**config.mk**
```make
export PLATFORM = sky130hd
export DESIGN_NAME = sequenciador_soma_nibble
export DESIGN_NICKNAME = d
export VERILOG_FILES = /design/src/rtl/ula_pkg.sv /design/src/rtl/sequenciador_soma_nibble.sv
export SDC_FILE = /design/constraint.sdc
export NUM_CORES = 1
export LEC_CHECK = 0
export ABC_AREA = 0
export BUFFER_PORTS_ARGS = -buffer_cell sky130_fd_sc_hd__buf_2
export CAP_MARGIN = 10
export CELL_PAD_IN_SITES_DETAIL_PLACEMENT = 1
export CELL_PAD_IN_SITES_GLOBAL_PLACEMENT = 1
export CORE_UTILIZATION = 43
export CTS_BUF_LIST = sky130_fd_sc_hd__clkbuf_8
export CTS_CLUSTER_DIAMETER = 60
export DETAILED_ROUTE_END_ITERATION = 6
export PLACE_DENSITY = 0.8
export SETUP_SLACK_MARGIN = 0.4
export SLEW_MARGIN = 30
export SYNTH_ARGS = -nofsm -noshare
export SYNTH_HDL_FRONTEND = slang
export SYNTH_SLANG_ARGS = --single-unit
```
**constraint.sdc**
```tcl
create_clock -name clk -period 2.6 [get_ports clk]
set_clock_uncertainty 0.15 [all_clocks]
set_input_delay 0.26 -clock clk [delete_from_list [all_inputs] [get_ports clk]]
set_output_delay 0.26 -clock clk [all_outputs]
set_load 0.005 [all_outputs]
```
**src/rtl/ula_pkg.sv**
```systemverilog
// Shared definitions for the ULA datapath: opcodes, sequencer state encoding
// and the initial carry selection used when an operation is accepted.
package ula_pkg;

  localparam logic [1:0] OP_ADD = 2'b00;
  localparam logic [1:0] OP_SUB = 2'b01;
  localparam logic [1:0] OP_ADC = 2'b10;
  localparam logic [1:0] OP_SBB = 2'b11;

  typedef enum logic [1:0] {
    OCIOSO  = 2'b00,
    CALCULA = 2'b01,
    FIM     = 2'b10
  } estado_t;

  // SUB starts with carry 1 (A + ~B + 1); ADC/SBB take the external carry.
  function automatic logic carry_inicial(input logic [1:0] op, input logic cin);
    logic c;
    case (op)
      OP_ADD:  c = 1'b0;
      OP_SUB:  c = 1'b1;
      OP_ADC:  c = cin;
      OP_SBB:  c = cin;
      default: c = 1'b0;
    endcase
    return c;
  endfunction

endpackage

```
**src/rtl/sequenciador_soma_nibble.sv**
```systemverilog
// Serialises one LARGURA-bit add/subtract onto an external 4-bit adder, one
// nibble per cycle LSB first, then presents the full result and flags.
module sequenciador_soma_nibble
  import ula_pkg::*;
#(
  parameter int LARGURA = 16
) (
  input  logic               clk,
  input  logic               rst,
  input  logic               inicio,
  input  logic [1:0]         op,
  input  logic               cin_ext,
  input  logic [LARGURA-1:0] op_a,
  input  logic [LARGURA-1:0] op_b,
  output logic               ocupado,
  output logic               pronto,
  output logic [LARGURA-1:0] resultado,
  output logic               carry_out,
  output logic               overflow,
  output logic               zero,
  output logic [3:0]         sa_a,
  output logic [3:0]         sa_b,
  output logic               sa_modo_sub,
  output logic               sa_cin,
  input  logic [3:0]         sa_s,
  input  logic               sa_cout
);

  localparam int NIBBLES = LARGURA / 4;
  localparam int CW      = $clog2(NIBBLES);
  localparam logic [CW-1:0] ULTIMO = CW'(NIBBLES - 1);

  estado_t            estado_q, estado_d;
  logic [LARGURA-1:0] a_q, a_d;
  logic [LARGURA-1:0] b_q, b_d;
  logic [LARGURA-1:0] res_q, res_d;
  logic [LARGURA-1:0] resultado_q, resultado_d;
  logic [CW-1:0]      cnt_q, cnt_d;
  logic               modo_q, modo_d;
  logic               carry_q, carry_d;
  logic               a_msb_q, a_msb_d;
  logic               b_msb_q, b_msb_d;
  logic               carry_out_q, carry_out_d;
  logic               overflow_q, overflow_d;
  logic               zero_q, zero_d;
  logic [LARGURA-1:0] res_desloc_s;
  logic               calcula_s;

  assign res_desloc_s = {sa_s, res_q[LARGURA-1:4]};
  assign calcula_s    = (estado_q == CALCULA);

  // Next-state, operand shifting and result/flag capture
  always_comb begin
    estado_d    = estado_q;
    a_d         = a_q;
    b_d         = b_q;
    res_d       = res_q;
    resultado_d = resultado_q;
    cnt_d       = cnt_q;
    modo_d      = modo_q;
    carry_d     = carry_q;
    a_msb_d     = a_msb_q;
    b_msb_d     = b_msb_q;
    carry_out_d = carry_out_q;
    overflow_d  = overflow_q;
    zero_d      = zero_q;
    case (estado_q)
      OCIOSO: begin
        if (inicio) begin
          estado_d = CALCULA;
          a_d      = op_a;
          b_d      = op_b;
          modo_d   = op[0];
          carry_d  = carry_inicial(op, cin_ext);
          cnt_d    = '0;
          a_msb_d  = op_a[LARGURA-1];
          b_msb_d  = op_b[LARGURA-1];
        end else begin
          estado_d = OCIOSO;
        end
      end
      CALCULA: begin
        a_d     = {4'd0, a_q[LARGURA-1:4]};
        b_d     = {4'd0, b_q[LARGURA-1:4]};
        res_d   = res_desloc_s;
        carry_d = sa_cout;
        cnt_d   = cnt_q + 1'b1;
        if (cnt_q == ULTIMO) begin
          estado_d    = FIM;
          resultado_d = res_desloc_s;
          carry_out_d = sa_cout;
          // MSBs were shifted out of a_q/b_q, hence the dedicated registers
          overflow_d  = (a_msb_q == (b_msb_q ^ modo_q)) & (sa_s[3] != a_msb_q);
          zero_d      = (res_desloc_s == '0);
        end else begin
          estado_d = CALCULA;
        end
      end
      FIM: begin
        estado_d = OCIOSO;
      end
      default: begin
        estado_d = OCIOSO;
      end
    endcase
  end

  // State and datapath registers
  always_ff @(posedge clk or posedge rst) begin
    if (rst) begin
      estado_q    <= OCIOSO;
      a_q         <= '0;
      b_q         <= '0;
      res_q       <= '0;
      resultado_q <= '0;
      cnt_q       <= '0;
      modo_q      <= 1'b0;
      carry_q     <= 1'b0;
      a_msb_q     <= 1'b0;
      b_msb_q     <= 1'b0;
      carry_out_q <= 1'b0;
      overflow_q  <= 1'b0;
      zero_q      <= 1'b0;
    end else begin
      estado_q    <= estado_d;
      a_q         <= a_d;
      b_q         <= b_d;
      res_q       <= res_d;
      resultado_q <= resultado_d;
      cnt_q       <= cnt_d;
      modo_q      <= modo_d;
      carry_q     <= carry_d;
      a_msb_q     <= a_msb_d;
      b_msb_q     <= b_msb_d;
      carry_out_q <= carry_out_d;
      overflow_q  <= overflow_d;
      zero_q      <= zero_d;
    end
  end

  // Adder side is quiet outside CALCULA
  assign sa_a        = calcula_s ? a_q[3:0] : 4'd0;
  assign sa_b        = calcula_s ? b_q[3:0] : 4'd0;
  assign sa_modo_sub = calcula_s ? modo_q   : 1'b0;
  assign sa_cin      = calcula_s ? carry_q  : 1'b0;

  assign ocupado   = calcula_s;
  assign pronto    = (estado_q == FIM);
  assign resultado = resultado_q;
  assign carry_out = carry_out_q;
  assign overflow  = overflow_q;
  assign zero      = zero_q;

endmodule

```
Word level (Yosys, flattened, before mapping)
Cells that the tools add are included.
Word-level totals
  input bits: 43
  logic and storage cells: 49
  flip-flop bits (word level): 75
Cells by class
  eq/ne operators: 9
  bitwise operators: 2
  add/sub/neg operators: 1
  muxes and demuxes: 16
  reduce and logical (&&, ||, !) cells: 8
Operators with widths (number)
  one-hot mux 16 bit (2 select lines): 2
  2-to-1 mux 16 bit: 2
  zero test 16 bit: 1
  == test 2 bit, second input constant: 4
  2-to-1 mux 4 bit: 2
  one-hot mux 2 bit (2 select lines): 2
  AND reduction 2 bit: 3
  == test 2 x 1 -> 1 bit, second input constant: 2
  zero test 2 bit: 2
  2-to-1 mux 1 bit: 4
  2-to-1 mux 2 bit: 2
  one-hot mux 1 bit (3 select lines): 1
  adder 2 x 1 -> 2 bit, second input constant: 1
  != test 2 bit, second input constant: 1
  one-hot mux 1 bit (2 select lines): 1
  nonzero test 2 bit: 1
  OR reduction 2 bit: 1
  AND 1 bit: 1
  == test 1 bit: 1
  != test 1 bit: 1
  XOR 1 bit: 1

Depth between registers and ports, before layout
  depth in word-level cells: 5
  depth in mapped cells: 6
  depth with buffers taken out: 4

Worst setup path after synthesis
Ideal clock, no wire load.
  path kind: register to register
  start: reg cnt_q[0]
  end: reg resultado_q[10], in the netlist resultado[10]
  period minus slack after synthesis: 1.544 ns
  library setup time: 0.128 ns
  data arrival time: 1.267 ns
  stages on the path, launching flop included: 5
  data required time: 2.322 ns
  buffers on the path: 1
  slack: 1.056 ns
  path through: dfrtp_1 -> ha_1 -> nand3b_1 -> buf_2 -> mux2_1
On the way
  word-level cells in the longest chain between the ends: 2
Ends and longest elaborated chain
  from (decl): line sequenciador_soma_nibble.sv:38  | logic [CW-1:0] cnt_q, cnt_d;
  from (signal assigned): line sequenciador_soma_nibble.sv:130  | cnt_q <= cnt_d;
  == test 2 bit: line sequenciador_soma_nibble.sv:88  | if (cnt_q == ULTIMO) begin
  AND reduction 2 bit (no source line)
  to (signal assigned): line sequenciador_soma_nibble.sv:129  | resultado_q <= resultado_d;
  to (decl): line sequenciador_soma_nibble.sv:37  | logic [LARGURA-1:0] resultado_q, resultado_d;
No other way between the ends.
A chain may end at the register's enable or synchronous reset.

Worst setup path in the final report
  start: reg estado_q[1]
  end: out sa_cin
On the way
  word-level cells in the longest chain between the ends: 2
Ends and longest elaborated chain
  from (decl): line sequenciador_soma_nibble.sv:33  | estado_t estado_q, estado_d;
  from (signal assigned): line sequenciador_soma_nibble.sv:125  | estado_q <= estado_d;
  == test 2 x 1 -> 1 bit: line sequenciador_soma_nibble.sv:50  | assign calcula_s = (estado_q == CALCULA);
  2-to-1 mux 1 bit: line sequenciador_soma_nibble.sv:145  | assign sa_cin = calcula_s ? carry_q : 1'b0;
  to (decl): line sequenciador_soma_nibble.sv:24  | output logic sa_cin,
No other way between the ends.

==> summary.md <==
| Metric | Value |
|---|---|
| Clk root buf | `clkbuf_8` |
| Synth top cells by count | `dfrtp_1, nand2_1, o21ai_1` |
| Combinational share of power | `approximately 37%` |
| 1st-pass router iterations | `4` |
| Final WL | `slightly below 7 mm` |
| Number of synthesized flops with an enable pin | `0` |
| Synth top area share | `around three fifths` |
| Non-filler cells, final | `between 400 and 500` |
| Internal power | `~3.0 mW` |
| Status | `completed` |
| Startpoint types | `flop` |
| Chip height | `85.7 um` |
| Core Area | `around 0.0068 mm^2` |
| Synth unique cells | `26` |
| Cell Chain, Critical Path | `nand2b_1, inv_6, buf_4, and2_1, buf_2` |
| Final setup viols | `0` |
| Highest Signal Layer | `met4` |
| Register area share after synthesis | `between 50% and 60%` |
| Seq cells post-synth | `between 70 and 80` |
| Register share of total power | `a little over two fifths` |
| Fin. max-slew vios | `0` |
| Antenna violations before repair | `0` |
| Asr flop ratio synth | `100%` |
| Met2 wire length | `3.42 mm` |
| Pwr Density | `1230 mW/mm^2` |
| I/O Buffers | `73` |
| Synthesis Warnings | `0` |
| CP max FO | `18` |
| R2R depth | `2` |
| First-pass GRT wire length | `~12 mm` |
| Post-DP HPWL | `approximately 4.7 mm` |
| DR vias | `about 2200` |
| Sw Pwr | `approximately 1.6 mW` |
| Wire length on met1 | `about 3.2 mm` |
| Post-route design area | `around 0.0038 mm^2` |
| Hold Slack | `roughly 0.014 ns` |
| Yosys top cell by area | `dfrtp_1` |
| Drt wl/cell | `15.6 um` |
| Largest net degree at the start of global routing | `a little over 60` |
| Clock tree buffer depth | `2` |
| Clock transition at path regs | `0.07 ns` |
| Hold-critical path depth | `3` |
| Largest cells by area after synthesis | `dfrtp_1, mux2i_1, nand2_1` |
| Leak | `roughly 1.9 nW` |
| CTS buffer count | `9` |
| Share of cells above drive strength 1 | `between 20% and 30%` |
| Synth Area per Inst | `about 11 um^2` |
| Remaining antenna violation count | `0` |
| Crit path time final | `2.05 ns` |
| DRC Markers | `0` |
| Req. time, crit path | `2.19 ns` |
| Final Hold Viols | `0` |
| CP endpoint kind | `output pin` |
| Final setup TNS | `0 ns` |
| FMAX | `between 400 and 500 MHz` |
| Reg2reg setup slack | `roughly 0.76 ns` |
| Max-cap viol count | `0` |
| HP Class | `input pin to flop` |
| Setup WS pre-CTS | `0.732 ns` |
| Sw Share | `a little over a third` |
| Worst skew pair latency | `between 0.3 and 0.4 ns` |
| CTS H-tree lvls | `3` |
| Post-Syn Nets | `307` |
| Final Cycle Share | `around four fifths` |
| Number of placement rows | `30` |
| P&R area growth vs syn | `25.5%` |
| RD Place Congestion | `approximately 0.76` |
| Overall Power | `approximately 4.6 mW` |
| Nets | `between 300 and 400` |
| Die Area | `around 0.0073 mm^2` |
| Fin worst setup slack | `0.551 ns` |
| Post-synthesis cell area | `roughly 0.003 mm^2` |
| Slowest-stage cell, CP | `dfrtp_1` |
| Top-count cell post-synth | `dfrtp_1` |
| ANT cells | `0` |
| TritonCTS Sinks | `a little over 70` |
| Fin util | `a little under three fifths` |
| Top_reg_cell synth | `dfrtp_1` |
| Worst setup path category | `flop to output pin` |
| DR iter-0 viols | `between 100 and 150` |
| Max-slew headroom | `45.4%` |
| VDD IR max | `a little over 0.7 mV` |
| Via-to-Cell Ratio | `4.93` |
| Worst stage delay on the critical path | `0.41 ns` |
| Unrepaired setup endpoints after global routing | `false` |
| Worst-Margin Slew | `0.815 ns` |
| Total track usage | `about a fifth` |
| CTS tree | `yes` |
| Vias in the first global route | `2429` |
| Worst Path Arrival | `~1.6 ns` |
| Cell count after synthesis | `around 260` |
| Placed inst area | `about 0.0035 mm^2` |
| Top-Level Pins | `between 70 and 80` |
| Clk pwr share | `21.5%` |
| Met3 WL post-DR | `205 um` |
| Initial Util | `roughly 44%` |
| Gr ovfl total | `0` |
| Die W | `85.7 um` |
| Dpl cells | `roughly 420` |
[layout by cell type, fill, tap and decap left out]
master	count
buf_2	73
dfrtp_1	71
nand2_1	64
o21ai_1	27
mux2i_1	25
mux2_1	18
clkbuf_8	11
and2_1	10
a22o_1	9
dlygate4sd3_1	7
buf_4	5
nor2b_1	4
nor4_1	4
clkinvlp_4	3
mux2_2	2
bufinv_16	2
nor3b_2	1
o21bai_4	1
nand2b_1	1
nand3b_1	1
inv_2	1
inv_6	1
o21bai_1	1
nand4_1	1
xnor2_1	1
nor2_1	1
a211oi_1	1
o31ai_1	1
ha_1	1
clkinv_2	1
buf_12	1
[timing repair]
| action | CTS | global route |
|---|---|---|
| pin swaps | 0 | 0 |
| gates resized for setup | 1 | 1 |
| hold endpoints to repair | 38 | 0 |
| buffers inserted | 0 | 0 |
| endpoints found under the setup margin | 5 | 2 |
| hold buffers | 7 | 0 |
[cell type report]
class | count | area (um^2)
clock inverter | 5 | 80.1
sequential | 71 | 1780
fill | 775 | 3010
timing repair buffer | 86 | 493
multi-input combinational | 174 | 1140
clock buffer | 11 | 151
inverter | 3 | 20.0
tap | 96 | 120
[cell families (layout without fill, tap and decap cells)]
logic type | count (synthesis) | after routing | synth area share (%)
AO/OA/AOI/OAI | 40 | 40 | 8.10
flip-flops | 71 | 71 | 59.0
AND/OR/NAND/NOR | 87 | 87 | 12.9
buffers and inverters | 18 | 105 | 3.53
adder cells (fa/ha/maj) | 1 | 1 | 0.415
multiplexers | 45 | 45 | 15.8
XOR/XNOR | 1 | 1 | 0.291
[power by group through the flow]
| stage | Sequential, mW | Combinational, mW | Clock (mW) |
|---|---|---|---|
| floorplan | 1.87 | 1.23 | 0 |
| global placement | 1.93 | 1.61 | 0 |
| detailed placement | 1.96 | 1.69 | 0 |
| CTS | 1.95 | 1.73 | 1.02 |
| global route | 2.01 | 1.91 | 1.07 |
| finish | 1.94 | 1.70 | 1.00 |
[worst max-delay path: cells and delay by family (launching register included)]
kind	cells	cell delay (ns)
buf+inv	3	0.52
flops	1	0.41
simple gates	2	0.36
[registers in the layout, indices dropped and copies added (netlist names)]
signal / count
carry_out: 1
cnt_q: 2
zero: 1
modo_q: 1
a_q: 16
res_q: 12
resultado: 16
overflow: 1
b_q: 16
b_msb_q: 1
a_msb_q: 1
carry_q: 1
estado_q: 2
[per-layer routing]
metal,vias up,GRT usage (%)
li1,1062,-
met1,1074,27.9
met3,12,3.85
met4,0,9.09
met5,-,0
met2,51,35.1
[path summary, 6_finish.rpt]
check	startpoint	to
min	sa_s[2]	res_q[14]$_DFFE_PP0N_
min in group asynchronous	rst	a_q[6]$_DFFE_PP0P_
max in group asynchronous	rst	res_q[4]$_DFFE_PP0N_
max	estado_q[1]$_DFF_PP0_	sa_cin
min reg2reg	b_q[7]$_DFFE_PP0P_	b_q[7]$_DFFE_PP0P_
max reg2reg	estado_q[0]$_DFF_PP0_	a_msb_q$_DFFE_PP0P_
Power figures use the tool's default switching activity.
